==> config.mk <==
export PLATFORM = sky130hd
export DESIGN_NAME = tri_job_arbiter
export DESIGN_NICKNAME = d
export VERILOG_FILES = /design/src/rtl/tri_pkg.sv /design/src/rtl/tri_rr_arb2.sv /design/src/rtl/tri_job_arbiter.sv
export SDC_FILE = /design/constraint.sdc
export NUM_CORES = 1
export LEC_CHECK = 0
export BUFFER_PORTS_ARGS = -buffer_cell sky130_fd_sc_hd__buf_2
export CAP_MARGIN = 20
export CORE_UTILIZATION = 29
export DETAILED_ROUTE_END_ITERATION = 10
export PLACE_DENSITY = 0.51
export SYNTH_ARGS = -nofsm -noshare
export SYNTH_HDL_FRONTEND = slang
export SYNTH_HIERARCHICAL = 1
export SYNTH_SLANG_ARGS = --single-unit
==> constraint.sdc <==
create_clock -name clk -period 4.91 [get_ports clk]
set_input_delay 1.2275 -clock clk [delete_from_list [all_inputs] [get_ports clk]]
set_output_delay 1.2275 -clock clk [all_outputs]
set_load 0.01 [all_outputs]
==> src/rtl/tri_pkg.sv <==
`default_nettype none
// ============================================================================
// tri_pkg : shared constants for the triangle job arbiter
// Rev 1.0 : initial release
// ============================================================================
package tri_pkg;

   localparam int VTX_W = 3;
   localparam int TRI_W = 6 * VTX_W;

   // Triangle packing {y2,x2,y1,x1,y0,x0}
   localparam int OFF_X0 = 0;
   localparam int OFF_Y0 = 3;
   localparam int OFF_X1 = 6;
   localparam int OFF_Y1 = 9;
   localparam int OFF_X2 = 12;
   localparam int OFF_Y2 = 15;

   typedef logic [2:0] state_t;

   localparam state_t ST_IDLE      = 3'd0;
   localparam state_t ST_SEND0     = 3'd1;
   localparam state_t ST_SEND1     = 3'd2;
   localparam state_t ST_SEND2     = 3'd3;
   localparam state_t ST_WAIT_BUSY = 3'd4;
   localparam state_t ST_RUN       = 3'd5;
   localparam state_t ST_DONE      = 3'd6;

   // Returns {y,x} of vertex k
   function automatic logic [2*VTX_W-1:0] tri_vertex(input logic [TRI_W-1:0] t_vec,
                                                      input logic [1:0]       k);
      case (k)
         2'd0:    return {t_vec[OFF_Y0 +: VTX_W], t_vec[OFF_X0 +: VTX_W]};
         2'd1:    return {t_vec[OFF_Y1 +: VTX_W], t_vec[OFF_X1 +: VTX_W]};
         default: return {t_vec[OFF_Y2 +: VTX_W], t_vec[OFF_X2 +: VTX_W]};
      endcase
   endfunction

endpackage
`default_nettype wire

==> src/rtl/tri_rr_arb2.sv <==
`default_nettype none
// ============================================================================
// tri_rr_arb2 : two-way round-robin grant with pointer update on advance
// Rev 1.0 : initial release
// ============================================================================
module tri_rr_arb2 (
   input  logic       clk,
   input  logic       reset,
   input  logic [1:0] req_i,
   input  logic       adv_i,
   output logic       gnt_valid_o,
   output logic       gnt_id_o
);

   logic rr_q;
   logic rr_d;

   assign gnt_valid_o = |req_i;
   assign gnt_id_o    = req_i[rr_q] ? rr_q : ~rr_q;

   // The loser of this grant becomes the preferred requester next time
   always_comb begin
      rr_d = rr_q;
      if (adv_i && gnt_valid_o) begin
         rr_d = ~gnt_id_o;
      end
   end

   always_ff @(posedge clk or posedge reset) begin
      if (reset) begin
         rr_q <= 1'b0;
      end else begin
         rr_q <= rr_d;
      end
   end

endmodule
`default_nettype wire

==> src/rtl/tri_job_arbiter.sv <==
`default_nettype none
// ============================================================================
// tri_job_arbiter : schedules two requesters' triangles onto one rasterizer
// Rev 1.0 : initial release
// ============================================================================
module tri_job_arbiter
   import tri_pkg::*;
#(
   parameter int WAIT_LIMIT = 4,
   parameter int RUN_LIMIT  = 255,
   parameter int CNT_W      = 7
) (
   input  logic              clk,
   input  logic              reset,
   input  logic [1:0]        req_valid,
   input  logic [35:0]       req_tri,
   output logic [1:0]        req_ready,
   output logic              rs_nt,
   output logic [2:0]        rs_xi,
   output logic [2:0]        rs_yi,
   input  logic              rs_busy,
   input  logic              rs_po,
   input  logic [2:0]        rs_xo,
   input  logic [2:0]        rs_yo,
   output logic              pix_valid,
   output logic [2:0]        pix_x,
   output logic [2:0]        pix_y,
   output logic              pix_id,
   output logic              done,
   output logic              done_id,
   output logic [CNT_W-1:0]  done_count,
   output logic              done_err,
   output logic              idle
);

   localparam int TMR_MAX = (RUN_LIMIT > WAIT_LIMIT) ? RUN_LIMIT : WAIT_LIMIT;
   localparam int TMR_W   = $clog2(TMR_MAX + 1);

   state_t               state_q, state_d;
   logic                 gid_q, gid_d;
   logic [1:0]           full_q, full_d;
   logic [TRI_W-1:0]     slot_q [0:1];
   logic [TMR_W-1:0]     tmr_q, tmr_d;
   logic [CNT_W-1:0]     cnt_q, cnt_d;
   logic                 err_q, err_d;
   logic                 pix_valid_q;
   logic [2:0]           pix_x_q, pix_y_q;
   logic                 pix_id_q;

   logic                 w_arb_valid;
   logic                 w_arb_id;
   logic                 w_grant;
   logic                 w_pix_ok;
   logic [1:0]           w_load;
   logic                 w_send;
   logic [1:0]           w_vidx;
   logic [2*VTX_W-1:0]   w_vtx;

   tri_rr_arb2 u_arb (
      .clk         (clk),
      .reset       (reset),
      .req_i       (full_q),
      .adv_i       (w_grant),
      .gnt_valid_o (w_arb_valid),
      .gnt_id_o    (w_arb_id)
   );

   assign w_grant  = (state_q == ST_IDLE) && w_arb_valid;
   assign w_pix_ok = rs_po && ((state_q == ST_WAIT_BUSY) || (state_q == ST_RUN));
   assign w_load   = req_valid & ~full_q;

   // A slot frees after its last vertex so the next job can queue during RUN
   always_comb begin
      full_d = full_q | w_load;
      if (state_q == ST_SEND2) begin
         full_d[gid_q] = 1'b0;
      end
   end

   always_comb begin
      state_d = state_q;
      gid_d   = gid_q;
      tmr_d   = tmr_q;
      err_d   = err_q;
      case (state_q)
         ST_IDLE: begin
            if (w_arb_valid) begin
               state_d = ST_SEND0;
               gid_d   = w_arb_id;
               tmr_d   = '0;
               err_d   = 1'b0;
            end
         end
         ST_SEND0: state_d = ST_SEND1;
         ST_SEND1: state_d = ST_SEND2;
         ST_SEND2: begin
            state_d = ST_WAIT_BUSY;
            tmr_d   = '0;
         end
         ST_WAIT_BUSY: begin
            if (rs_busy) begin
               state_d = ST_RUN;
               tmr_d   = '0;
            end else if (tmr_q == TMR_W'(WAIT_LIMIT - 1)) begin
               state_d = ST_DONE;
               err_d   = 1'b1;
            end else begin
               tmr_d = tmr_q + 1'b1;
            end
         end
         ST_RUN: begin
            if (!rs_busy) begin
               state_d = ST_DONE;
            end else if (tmr_q == TMR_W'(RUN_LIMIT - 1)) begin
               state_d = ST_DONE;
               err_d   = 1'b1;
            end else begin
               tmr_d = tmr_q + 1'b1;
            end
         end
         ST_DONE: state_d = ST_IDLE;
         default: state_d = ST_IDLE;
      endcase
   end

   always_comb begin
      cnt_d = cnt_q;
      if (w_grant) begin
         cnt_d = '0;
      end else if (w_pix_ok && (cnt_q != {CNT_W{1'b1}})) begin
         cnt_d = cnt_q + 1'b1;
      end
   end

   always_ff @(posedge clk or posedge reset) begin
      if (reset) begin
         state_q     <= ST_IDLE;
         gid_q       <= 1'b0;
         full_q      <= 2'b00;
         tmr_q       <= '0;
         cnt_q       <= '0;
         err_q       <= 1'b0;
         pix_valid_q <= 1'b0;
         pix_x_q     <= '0;
         pix_y_q     <= '0;
         pix_id_q    <= 1'b0;
         for (int i = 0; i < 2; i++) begin
            slot_q[i] <= '0;
         end
      end else begin
         state_q     <= state_d;
         gid_q       <= gid_d;
         full_q      <= full_d;
         tmr_q       <= tmr_d;
         cnt_q       <= cnt_d;
         err_q       <= err_d;
         pix_valid_q <= w_pix_ok;
         if (w_pix_ok) begin
            pix_x_q  <= rs_xo;
            pix_y_q  <= rs_yo;
            pix_id_q <= gid_q;
         end
         for (int i = 0; i < 2; i++) begin
            if (w_load[i]) begin
               slot_q[i] <= req_tri[TRI_W*i +: TRI_W];
            end
         end
      end
   end

   assign w_send = (state_q == ST_SEND0) || (state_q == ST_SEND1) || (state_q == ST_SEND2);
   assign w_vidx = (state_q == ST_SEND1) ? 2'd1 :
                   (state_q == ST_SEND2) ? 2'd2 : 2'd0;
   assign w_vtx  = tri_vertex(slot_q[gid_q], w_vidx);

   assign rs_nt      = (state_q == ST_SEND0);
   assign rs_xi      = w_send ? w_vtx[VTX_W-1:0]       : 3'd0;
   assign rs_yi      = w_send ? w_vtx[2*VTX_W-1:VTX_W] : 3'd0;
   assign req_ready  = ~full_q;
   assign pix_valid  = pix_valid_q;
   assign pix_x      = pix_x_q;
   assign pix_y      = pix_y_q;
   assign pix_id     = pix_id_q;
   assign done       = (state_q == ST_DONE);
   assign done_id    = done & gid_q;
   assign done_count = done ? cnt_q : '0;
   assign done_err   = done & err_q;
   assign idle       = (state_q == ST_IDLE) && (full_q == 2'b00);

endmodule
`default_nettype wire

* Yosys cells after proc, flatten, opt, wreduce, memory -nomap -nowiden
Cells that the tools add are included.
Word-level totals: flip-flop bits (word level) 67, output and inout port bits 28
Operators by class: $add $sub $neg 2, order comparisons 4, eq/ne operators 19, muxes and demuxes 35, bitwise gates (word level) 10, reductions and logical operators 20
Operators with widths (count):
- 18-bit 2-to-1 mux | 3
- 8-bit 2-to-1 mux | 5
- 8-bit one-hot mux with 4 select lines | 1
- 3-bit 2-to-1 mux | 7
- 7-bit 2-to-1 mux | 3
- 3-bit one-hot mux with 6 select lines | 1
- 6-bit one-hot mux with 2 select lines | 1
- 3-bit equality test, second input constant | 3
- 1-bit 2-to-1 mux | 9
- 8-bit by 1-bit adder with 8-bit output, second input constant | 1
- 8-bit by 2-bit equality test with 1-bit output, second input constant | 1
- 8-bit equality test, second input constant | 1
- 7-bit by 1-bit adder with 7-bit output, second input constant | 1
- 7-bit != test, second input constant | 1
- 3-bit by 2-bit equality test with 1-bit output, second input constant | 2
- 1-bit logical AND | 6
- 2-bit 2-to-1 mux | 3
- 2-bit by 1-bit != test with 1-bit output, second input constant | 3
- 2-bit != test, second input constant | 3
- 3-bit by 2-bit != test with 1-bit output, second input constant | 2
- 6-bit AND reduction | 1
- 5-bit AND reduction | 1
- 2-bit AND | 2
- 2-bit zero test | 2
- 21 further kinds | 27

* Longest topological paths before layout
word-level depth 7, depth in mapped cells 7, mapped depth without buffers 6

* Modules after synthesis
Netlist, hierarchy kept.
By module, submodules not included:
- tri_job_arbiter | instances 1, cells each 290, area an instance 3334.4 µm²
- tri_rr_arb2 | instances 1, cells each 7, area an instance 60.1 µm²

* Worst setup path after synthesis
No wires, ideal clock.
path kind flip-flop to output port, start reg state_q[2], end out rs_xi[1], arrival 1.597 ns, setup slack 2.086 ns, cell stages (with the launch flop) 6, path buffers 1, cell sequence dfrtp_1 -> buf_6 -> nor3b_4 -> mux4_1 -> nor2_1 -> a211oi_1
Between the ends: longest elaborated chain between the ends 6, elaborated cells between the ends (all ways) 11, classes of those cells eq/ne: 4; mux: 4; reduce/logical: 3
Ends and longest elaborated chain:
- start: declaration | RTL line tri_job_arbiter.sv:39 | state_t state_q, state_d;
- start signal: assignment | RTL line tri_job_arbiter.sv:151 | state_q <= state_d;
- 3-bit by 2-bit equality test with 1-bit output | RTL line tri_job_arbiter.sv:171, tri_job_arbiter.sv:173
- 2-bit 2-to-1 mux | RTL line tri_job_arbiter.sv:173 | (state_q == ST_SEND2) ? 2'd2 : 2'd0;
- 2-bit 2-to-1 mux | RTL line tri_job_arbiter.sv:172 | assign w_vidx = (state_q == ST_SEND1) ? 2'd1 :
- 2-bit by 1-bit equality test with 1-bit output or 2-bit zero test (tied branches) | RTL line tri_pkg.sv:32 | case (k)
- 6-bit one-hot mux with 2 select lines | RTL line tri_pkg.sv:32
- 3-bit 2-to-1 mux * | RTL line tri_job_arbiter.sv:177 | assign rs_xi = w_send ? w_vtx[VTX_W-1:0] : 3'd0;
- end: declaration | RTL line tri_job_arbiter.sv:19 | output logic [2:0] rs_xi,
Mark *: on every way between the ends. The rest lies on a longest branch, timed or not.

* Worst setup path after layout
start reg state_q[2], end out rs_yi[0]
Between the ends: longest elaborated chain between the ends 6, elaborated cells between the ends (all ways) 11, classes of those cells eq/ne: 4; mux: 4; reduce/logical: 3
Ends and longest elaborated chain:
- 3-bit by 2-bit equality test with 1-bit output | RTL line tri_job_arbiter.sv:171, tri_job_arbiter.sv:173
- 2-bit 2-to-1 mux | RTL line tri_job_arbiter.sv:173
- 2-bit 2-to-1 mux | RTL line tri_job_arbiter.sv:172
- 2-bit by 1-bit equality test with 1-bit output or 2-bit zero test (tied branches) | RTL line tri_pkg.sv:32
- 6-bit one-hot mux with 2 select lines | RTL line tri_pkg.sv:32
- 3-bit 2-to-1 mux * | RTL line tri_job_arbiter.sv:178 | assign rs_yi = w_send ? w_vtx[2*VTX_W-1:VTX_W] : 3'd0;
- end: declaration | RTL line tri_job_arbiter.sv:20 | output logic [2:0] rs_yi,
Marks and branches as above.

==> results.yml <==
place:
  dp.cells: 500
  port-buffer-count: 75
  placed_area_mm2: 0.00388
  dpl.hpwl_um: 5660
  gp_congestion: 0.759
logic_synthesis:
  synth_xor_area_frac: 0.00516
  seq_area_frac_synth: 0.494
  synth_adder_area_share: 0.0147
  synth_top_family_by_area: "multiplexers"
  yosysTopAreaCellShare: 0.494
  synthArstFlopShare: 1.00
  syn_area_per_cell_um2: 11.4
  netlist_top_cells_area: "dfrtp_1 49%, mux2_2 13%, nand2_1 3.6%, mux2i_1 2.4%, mux4_1 2.3%"
  synth_area_mm2: 0.00339
  ys_seq_elements: 67
  yosysUniqueCellTypes: 54
  synth_nets: 349
  synth_top_area_cell: "dfrtp_1"
  yosysWarnings: 6
  yosys.area_share.simple: 0.171
  yosys_most_used_dff: "dfrtp_1"
  syn_inst: 297
  synth_edf_count: 0
  synth_compound_area_frac: 0.0877
  synth.area.mux_share: 0.193
finish:
  drive_above_1_share: 0.380
  n_antenna_cell: 0
  layout_common_cells: "75 x buf_2, 67 x dfrtp_1, 38 x mux2_2, 33 x nand2_1, 15 x nor2_1"
  final_common_cell: "buf_2"
  n_fill_cell: 1168
  final_cells: 517
  design_area_mm2: 0.00418
  synthToLayoutAreaGrowth_pct: 23.1
  nets: 421
power_and_ir_drop:
  seq_power_share: 0.397
  p_leak_nw: 1.98
  clockPowerShare: 0.243
  p_comb_frac: 0.360
  p_int_mw: 1.59
  power_density_mw_per_mm2: 587
  swShare: 0.351
  ir_drop_mv: 0.260
  switchingPower_mw: 0.861
  finalPower_mw: 2.45
worst_setup_path:
  r2r_start: "state_q[2]"
  rr_endpoint: "tmr_q[6]"
  crit_chain: "nor3b_4, mux4_1, nor2_1, a211oi_1, buf_2"
  cp.required_ns: 3.68
  reg2reg_setup_slack_ns: 2.80
  cp_slowest_stage_delay_ns: 0.60
  reg2regPathDepth: 4
  critPathSlowestCell: "mux4_1"
  critPathCaptureType: "output port"
  start_kind: "flip-flop"
  path_class: "reg -> out"
  cp_max_fo: 17
  crit_arrival_ns: 2.39
worst_hold_path:
  worstHoldStart: "pix_id"
  hold_path_depth: 2
  hp-class: "reg -> reg"
  holdPathEnd: "pix_id"
global_routing:
  busiest_layer: "met2"
  grtUsageTotal: 0.144
  grt.overflow.total: 0
  met1_usage: 0.185
  grt_pass1_wl_um: 13100
  antenna_found_initial: 0
  grt_max_degree: 51
  use_met2: 0.225
  grt_pass1_vias: 2533
  grtUsageMet3: 0.0464
cts:
  clockBufferDepth: 2
  path_clk_slew_ns: 0.06
  cts_setup_buffers: 0
  cts_max_level: 3
  cts_resized: 0
  cts_root_buffer: "clkbuf_16"
  cts_sinks: 67
  hold_buffers: 0
  cts_tree: "done"
  clock_latency_ns: 0.33
  cts_made_buffers: 9
die:
  chipHeight_um: 110
  die_w_um: 110
  initial_core_util: 0.297
  num_rows: 39
  ios: 76
  core_area_mm2: 0.0114
  die_area_mm2: 0.0121
outcome:
  status: "complete, no violations"
sta:
  layout_min_cycle_time_ns: 3.62
  whs_ns: 0.472
  relSlewSlack: 0.315
  max_freq_mhz: 276
  skew_ns: 0.00602
  worst_slew_pin_slew_ns: 1.02
  tns_ns: 0
  hold_violations: 0
  rsz0062_at_grt: "no"
  period_share: 0.738
  finalSetupViolations: 0
  finalMaxSlewViolations: 0
detailed_routing:
  via_per_inst: 4.92
  ant_nets: 0
  drc_errors: 0
  routedWlPerCell_um: 15.1
  drtIter0Drc: 109
  vias: 2545
  routed_wirelength_um: 7810
  firstDrtPassIters: 5
job:
  max_cap_viol_count: 0
[kinds of logic (layout without fill, tap and decap cells)]
group,Yosys count,after routing
compound gates,39,39
xor+xnor,2,2
fa+ha+maj,4,4
buf+inv,25,102
flops,67,67
mux,52,52
simple gates,108,108
[state kept, by name, summed over array words and instances (netlist names), 2 cells and up]
name     count
pix_y        3
tmr_q        8
state_q      3
slot_q      36
cnt_q        7
full_q       2
pix_x        3
[worst max path at each step]
stage / start / endpoint / slack, ns / cells past startpoint
3_5_place_dp: state_q[2] / rs_yi[0] / 1.62 / 5
6_report: state_q[2] / rs_yi[0] / 1.29 / 5
5_1_grt: state_q[2] / rs_yi[0] / 1.09 / 5
3_3_place_gp: state_q[2] / rs_xi[1] / 1.64 / 5
2_1_floorplan: reset / cnt_q[0] / 2.03 / 1
4_1_cts: state_q[2] / rs_yi[0] / 1.26 / 5
[power by group through the flow]
stage	sequential [mW]	clock, mW	combinational, mW
after CTS	0.977	0.618	0.896
after global routing	1.02	0.638	0.997
after detailed placement	0.984	0	0.892
after global placement	0.973	0	0.881
final	0.973	0.597	0.885
after floorplan	0.886	0	0.734
[cell usage after synthesis, types with 2 or more instances]
cell,instances
dfrtp_1,67
mux2_2,38
nand2_1,33
nor2_1,15
and2_1,9
nand3_1,9
mux2i_1,8
a211oi_1,7
inv_1,7
nor3_1,7
a21oi_1,6
buf_2,6
nor2b_1,6
clkbuf_1,5
nand4_1,5
and3_1,4
ha_1,4
o31ai_1,4
buf_1,3
mux4_1,3
mux4_2,3
nand2b_1,3
or3_1,3
a211o_1,2
a22o_1,2
and3b_1,2
and4_1,2
buf_6,2
clkinv_1,2
nand3b_1,2
o211ai_1,2
o21ai_0,2
o2bb2ai_1,2
o41ai_1,2
[cell type report]
| class | instances | area (µm²) | area share |
|---|---|---|---|
| sequential | 67 | 1680 | 0.401 |
| multi-input combinational | 205 | 1610 | 0.384 |
| timing repair buffer | 77 | 403 | 0.0964 |
| clock buffer | 11 | 243 | 0.0581 |
| tap | 143 | 179 | 0.0428 |
| clock inverter | 5 | 37.5 | 0.00898 |
| inverter | 9 | 33.8 | 0.00808 |
[worst max-delay path, delay by kind of cell (launching register included)]
family                 cells  cell delay, ns
and+or+nand+nor            2            0.64
muxes                      1            0.60
DFF                        1            0.59
buffers and inverters      1            0.17
AOI/OAI and AO/OA          1            0.07
[layer usage]
| metal | vias up | part of all wire | wire, µm |
|---|---|---|---|
| met4 | 0 | 0.013 | 105 |
| li1 | 1222 | - | - |
| met2 | 67 | 0.46 | 3600 |
| met1 | 1248 | 0.46 | 3610 |
| met3 | 8 | 0.063 | 494 |
| met5 | - | 0 | 0 |
[metrics by stage]
step / utilization / setup WS [ns]
2_1_floorplan: - / 2.03
3_3_place_gp: 0.340 / 1.64
3_5_place_dp: 0.340 / 1.62
4_1_cts: 0.364 / 1.26
5_1_grt: 0.366 / 1.09
6_report: 0.366 / 1.29
No activity file was read; power rests on OpenSTA's default activity.
